**src/rtl/nubus_mst_sched.sv**
```systemverilog
// Round-robin scheduler that shares one NuBus master port between N_REQ local requesters,
// with lock hold for read-modify-write sequences and bounded try-again re-issue.
module nubus_mst_sched #(
    parameter int  N_REQ       = 4,
    parameter int  RETRY_MAX   = 3,
    parameter int  BACKOFF_CYC = 8,
    localparam int IW          = $clog2(N_REQ)
) (
    input  logic                 nub_clk,
    input  logic                 nub_reset,
    input  logic [N_REQ-1:0]     req_valid,
    input  logic [N_REQ*32-1:0]  req_addr,
    input  logic [N_REQ*32-1:0]  req_wdata,
    input  logic [N_REQ*4-1:0]   req_write,
    input  logic [N_REQ-1:0]     req_lock,
    output logic [N_REQ-1:0]     req_ready,
    output logic [N_REQ-1:0]     req_error,
    output logic [31:0]          req_rdata,
    output logic                 mst_valid,
    output logic [31:0]          mst_addr,
    output logic [31:0]          mst_wdata,
    output logic [3:0]           mst_write,
    output logic                 mst_lock,
    input  logic                 mst_ready,
    input  logic [31:0]          mst_rdata,
    input  logic                 mst_err,
    input  logic                 mst_retry,
    output logic                 sch_busy,
    output logic [IW-1:0]        sch_owner,
    output logic [1:0]           sch_state
);

    localparam int RW = (RETRY_MAX < 1) ? 1 : $clog2(RETRY_MAX + 1);

    typedef enum logic [1:0] {
        IDLE    = 2'd0,
        ISSUE   = 2'd1,
        BACKOFF = 2'd2,
        DONE    = 2'd3
    } state_t;

    state_t          state;
    logic [IW-1:0]   owner;
    logic [IW-1:0]   rr_ptr;
    logic [RW-1:0]   retry_cnt;
    logic [7:0]      backoff_cnt;
    logic            locked;
    logic            lock_held;

    logic [31:0]     addr_a  [N_REQ];
    logic [31:0]     wdata_a [N_REQ];
    logic [3:0]      strb_a  [N_REQ];
    logic [IW-1:0]   cand;
    logic [IW-1:0]   rr_pick;
    logic            any_valid;
    logic            keep_lock;
    logic [IW-1:0]   grant;
    logic [IW-1:0]   owner_next;

    always_comb begin
        for (int i = 0; i < N_REQ; i++) begin
            addr_a[i]  = req_addr[32*i +: 32];
            wdata_a[i] = req_wdata[32*i +: 32];
            strb_a[i]  = req_write[4*i +: 4];
        end
    end

    // Walk downward so the candidate closest to rr_ptr is the last one written.
    always_comb begin
        cand      = '0;
        rr_pick   = rr_ptr;
        any_valid = 1'b0;
        for (int k = N_REQ - 1; k >= 0; k--) begin
            cand = IW'((int'(rr_ptr) + k) % N_REQ);
            if (req_valid[cand]) begin
                rr_pick   = cand;
                any_valid = 1'b1;
            end
        end
    end

    assign keep_lock  = locked & req_valid[owner] & req_lock[owner];
    assign grant      = keep_lock ? owner : rr_pick;
    assign owner_next = (owner == IW'(N_REQ - 1)) ? '0 : owner + 1'b1;

    // Handshake: requesters hold req_valid and payload until their one-cycle req_ready;
    // the master port sees mst_valid held in ISSUE and completes on a single mst_ready cycle.
    always_ff @(posedge nub_clk or posedge nub_reset) begin
        if (nub_reset) begin
            state       <= IDLE;
            owner       <= '0;
            rr_ptr      <= '0;
            retry_cnt   <= '0;
            backoff_cnt <= '0;
            locked      <= 1'b0;
            lock_held   <= 1'b0;
            mst_valid   <= 1'b0;
            mst_addr    <= '0;
            mst_wdata   <= '0;
            mst_write   <= '0;
            req_ready   <= '0;
            req_error   <= '0;
            req_rdata   <= '0;
        end else begin
            case (state)
                IDLE: begin
                    if (!keep_lock) begin
                        locked <= 1'b0;
                    end
                    if (keep_lock || any_valid) begin
                        owner     <= grant;
                        lock_held <= req_lock[grant];
                        mst_addr  <= addr_a[grant];
                        mst_wdata <= wdata_a[grant];
                        mst_write <= strb_a[grant];
                        retry_cnt <= '0;
                        mst_valid <= 1'b1;
                        state     <= ISSUE;
                    end
                end
                ISSUE: begin
                    if (mst_ready) begin
                        mst_valid <= 1'b0;
                        if (mst_err) begin
                            req_ready[owner] <= 1'b1;
                            req_error[owner] <= 1'b1;
                            state            <= DONE;
                        end else if (mst_retry && (retry_cnt < RW'(RETRY_MAX))) begin
                            retry_cnt   <= retry_cnt + 1'b1;
                            backoff_cnt <= 8'(BACKOFF_CYC);
                            state       <= BACKOFF;
                        end else if (mst_retry) begin
                            req_ready[owner] <= 1'b1;
                            req_error[owner] <= 1'b1;
                            state            <= DONE;
                        end else begin
                            req_ready[owner] <= 1'b1;
                            req_rdata        <= mst_rdata;
                            state            <= DONE;
                        end
                    end
                end
                BACKOFF: begin
                    if (backoff_cnt == 8'd0) begin
                        mst_valid <= 1'b1;
                        state     <= ISSUE;
                    end else begin
                        backoff_cnt <= backoff_cnt - 1'b1;
                    end
                end
                DONE: begin
                    req_ready <= '0;
                    req_error <= '0;
                    // A locked owner keeps the pointer so the next pass can return to it.
                    if (lock_held) begin
                        locked <= 1'b1;
                    end else begin
                        locked <= 1'b0;
                        rr_ptr <= owner_next;
                    end
                    state <= IDLE;
                end
                default: state <= IDLE;
            endcase
        end
    end

    assign mst_lock  = locked | (lock_held & (state != IDLE));
    assign sch_busy  = (state != IDLE);
    assign sch_owner = owner;
    assign sch_state = state;

endmodule

```
**config.mk**
```make
export PLATFORM = sky130hd
export DESIGN_NAME = nubus_mst_sched
export DESIGN_NICKNAME = d
export VERILOG_FILES = /design/src/rtl/nubus_mst_sched.sv
export SDC_FILE = /design/constraint.sdc
export NUM_CORES = 1
export LEC_CHECK = 0
export BUFFER_PORTS_ARGS = -buffer_cell sky130_fd_sc_hd__buf_2
export CORE_AREA = 10 10 157 159
export DETAILED_ROUTE_END_ITERATION = 6
export DIE_AREA = 0 0 167 169
export GPL_TIMING_DRIVEN = 0
export PLACE_DENSITY = 0.74
export SYNTH_ARGS = -nofsm -noshare
export SYNTH_HDL_FRONTEND = slang
export SYNTH_SLANG_ARGS = --single-unit
```
**constraint.sdc**
```tcl
create_clock -name nub_clk -period 9.84 [get_ports nub_clk]
set_input_delay 1.968 -clock nub_clk [delete_from_list [all_inputs] [get_ports nub_clk]]
set_output_delay 1.968 -clock nub_clk [all_outputs]
set_load 0.05 [all_outputs]
```
==> flow_summary.ini <==
[logic_synthesis]
synth_fa_ha_area_share_pct = 0.962
post-synth-top-count-cell = sky130_fd_sc_hd__nand3_1
combinational_family_with_the_most_area_after_synthesis = compound AO/OA/AOI/OAI gates
synth_common_cells = 140 x sky130_fd_sc_hd__nand3_1, 127 x sky130_fd_sc_hd__dfrtp_1, 104 x sky130_fd_sc_hd__a22oi_1, 83 x sky130_fd_sc_hd__clkbuf_1, 82 x sky130_fd_sc_hd__nand2_1
share_of_the_synthesized_area_in_the_top_cell_type_pct = 34.9
mapped_area_um2 = 9100
mappedNetlistNets = 1323
synth.area.mux_share_pct = 16.2
top_area_cells_in_the_synthesized_netlist = sky130_fd_sc_hd__dfrtp_1 35%, sky130_fd_sc_hd__a22oi_1 8.6%, sky130_fd_sc_hd__mux2_2 8.2%, sky130_fd_sc_hd__mux2i_1 7.8%, sky130_fd_sc_hd__nand3_1 7.7%
yosysUniqueCellTypes = 49
synth.largest_area_cell = sky130_fd_sc_hd__dfrtp_1
synth_compound_area_share_pct = 28.4
synth.yosys.warnings = 0
synth.yosys.seq_area_share_pct = 34.9
ys_seq_elements = 127
ys_dominant_reg_cell = sky130_fd_sc_hd__dfrtp_1
synth_edf_count = 0
synth-xor-area-share_pct = 0
syn-instance-count = 999
avgSynthCellArea_um2 = 9.11
synth_simple_gate_area_share_pct = 14.3
fraction_of_registers_with_async_set_reset_pct = 100

[floorplan]
floorplan.die.height_um = 169
floorplan.die_area_um2 = 28200
core_area_um2 = 21600
floorplan.initialDensity_pct = 42.2
top_level_ports = 432
rows = 54
die_width_um = 167

[critical_path]
worstPathArrival_ns = 5.11
critical_path.max_fanout = 10
end_kind = flop
timing_worst_setup_path_type = input pin to flop
r2r_slack_ns = 6.40
critPathRequiredTime_ns = 10.14
timing.critical_path.slowest_stage_cell = sky130_fd_sc_hd__nor3_2
critical_path.reg2reg.startpoint = sch_owner[0]$_DFFE_PP0P_
regToRegEndpoint = mst_wdata[29]$_DFFE_PP0P_
worst_setup_path_start_kind = input pin
cp_cell_sequence = buf_2 -> nor2b_1 -> o21a_1 -> nor3_2 -> mux2i_1 -> clkbuf_1 -> a221oi_1 -> a221o_1
timing.reg2reg.worst_path_depth = 9
critical-path-max-stage-delay_ns = 0.92

[drt]
drt_first_iter_violations = 940
wl_per_cell_um = 24.9
drtPass1Iterations = 5
drc = 0
via_per_inst = 6.25
route.vias.total = 10936
drtAntennaViolNets = 0
wl_um = 43600

[clock_network]
number_of_clock_buffers_inserted_by_tritoncts = 17
cts_sinks = 127
tritoncts = done
clock-root-buffer = sky130_fd_sc_hd__clkbuf_16
cts.repair.resized = 0
cts_setup_buffers = 0
cts_buffer_depth = 2
clkSlewWorstSetupHoldPaths_ns = 0.07
hold_fix_buffers_at_cts = 0
clkLatencyLatePin_ns = 0.42
cts_htree_levels = 4

[place]
globalplace.congestion = 1.00
postPlaceCellArea_um2 = 11600
numPortBuffers = 431
placed_cells = 1711
hpwl_um = 34300

[final_layout]
post_route_cells_drive_above_1_share_pct = 39.8
final_core_util_pct = 56.8
final_design_instance_area_without_fill_um2 = 12200
instances_no_fill = 1751
area_growth_syn_to_layout_pct = 34.4
finish.net_count = 1774

[global_routing]
largest_net_degree_at_the_start_of_global_routing = 94
antenna_found_initial = 14
first_global_vias = 10871
grt_util_all_layers_pct = 29.0
grt_overflow_total = 0
grt_pass1_wl_um = 65300

[status]
outcome = finished, final reports clean

[power_and_ir_drop]
p_leak_nw = 6.07
swShare_pct = 33.9
vdd.ir_drop.worst_uv = 71.4
internal_power_component_mw = 1.09
power.switching_uw = 558
seqPwrFrac_pct = 35.0
share_comb_of_total_power_pct = 26.8
share_clk_of_total_power_pct = 38.2
power-per-cell-area_nw_per_um2 = 135

[timing]
report.final.slew_viol_count = 0
maxClockFrequency_ghz = 0.208
remaining_max_slew_budget_at_the_tightest_pin_pct = 22.0
min_period_ns = 4.81
final-setup-viol-count = 0
finalHoldViolations = 0
setup-tns-final_ns = 0
fin_crit_sh_pct = 48.9
hold_ws_ns = 0.489
tightestPinTransition_ns = 1.16
worst_clock_skew_ns = 0.0187
rsz0062_at_grt = no

[hold_path]
min_from = backoff_cnt[7]$_DFFE_PP0P_
holdPathStages = 1
min_to = backoff_cnt[7]$_DFFE_PP0P_
min-delay-path-class = flop to flop

[flow_run]
timing.max_cap.violations = 0
[per-stage QoR]
step                      power [mW]  setup slack (ns)
after floorplan                0.851              4.49
after global routing            1.70              4.89
final                           1.65              5.03
after detailed placement        1.02              4.59
after CTS                       1.65              5.01
after global placement          1.01              2.80
[registers in the layout, summed over array words and instances (netlist names)]
| name | flops |
|---|---|
| mst_write | 4 |
| lock_held | 1 |
| retry_cnt | 2 |
| backoff_cnt | 8 |
| sch_owner | 2 |
| req_rdata | 32 |
| req_ready | 4 |
| mst_valid | 1 |
| locked | 1 |
| req_error | 4 |
| mst_wdata | 32 |
| mst_addr | 32 |
| rr_ptr | 2 |
| sch_state | 2 |
[cell type report]
class	instances	area (um^2)
clock inverters	13	141
repair buffers	432	2180
fillers	1986	9320
plain buffers	110	437
well taps	280	350
multi-input cells	753	5450
clock buffers	17	425
diodes	10	25.0
inverters	9	38.8
flip-flops and latches	127	3180
[per-layer routing]
layer	routed length [um]	vias up	track usage, %
met3	4310	109	8.57
li1	-	4875	-
met4	1620	8	12.3
met2	20800	691	47.9
met5	68	-	0
met1	16800	5253	34.6
[cell families (layout without fill, tap and decap cells)]
| group | after synthesis | after routing |
|---|---|---|
| compound gates | 330 | 330 |
| other cells | 0 | 10 |
| fa+ha+maj | 7 | 7 |
| buf+inv | 119 | 581 |
| simple gates | 277 | 277 |
| mux | 139 | 139 |
| flops | 127 | 127 |
[critical path, delay by kind of cell]
family                 cells  cell delay (ns)
and+or+nand+nor            2             1.07
muxes                      1             0.73
AOI/OAI and AO/OA          3             0.68
buffers and inverters      2             0.66
[power groups by stage]
stage / combinational [mW] / sequential [mW] / clock [mW]
floorplan: 0.160 / 0.691 / 0
global placement: 0.431 / 0.584 / 0
detailed placement: 0.440 / 0.583 / 0
CTS: 0.440 / 0.575 / 0.635
global route: 0.470 / 0.579 / 0.656
finish: 0.441 / 0.576 / 0.629
[cells in the final DEF (no fill, tap or decap), types with 8 or more instances in the layout]
master                      count
sky130_fd_sc_hd__clkbuf_1      83
sky130_fd_sc_hd__nand3_1      140
sky130_fd_sc_hd__o22ai_1       69
sky130_fd_sc_hd__nand2_1       82
sky130_fd_sc_hd__clkbuf_16     17
sky130_fd_sc_hd__diode_2       10
sky130_fd_sc_hd__o221a_2       32
sky130_fd_sc_hd__a221o_1       34
sky130_fd_sc_hd__buf_1         10
sky130_fd_sc_hd__inv_1          8
sky130_fd_sc_hd__nor2_1        27
sky130_fd_sc_hd__mux2i_1       71
sky130_fd_sc_hd__mux2_2        66
sky130_fd_sc_hd__buf_2        447
sky130_fd_sc_hd__o21ai_0       18
sky130_fd_sc_hd__dfrtp_1      127
sky130_fd_sc_hd__a22oi_1      104
sky130_fd_sc_hd__a21oi_1       14
sky130_fd_sc_hd__a221oi_1      34
[how the worst max path moves through the flow]
stage	depth (start not counted)	end	startpoint	slack, ns
after CTS	8	mst_wdata[29]$_DFFE_PP0P_	req_valid[2]	5.01
after global routing	8	mst_addr[22]$_DFFE_PP0P_	req_valid[2]	4.89
final	8	mst_wdata[29]$_DFFE_PP0P_	req_valid[2]	5.03
after detailed placement	8	mst_wdata[29]$_DFFE_PP0P_	req_valid[2]	4.59
after floorplan	1	backoff_cnt[0]$_DFFE_PP0P_	nub_reset	4.49
after global placement	2	mst_wdata[2]$_DFFE_PP0P_	nub_reset	2.80
(Power assumes the default switching activity.)
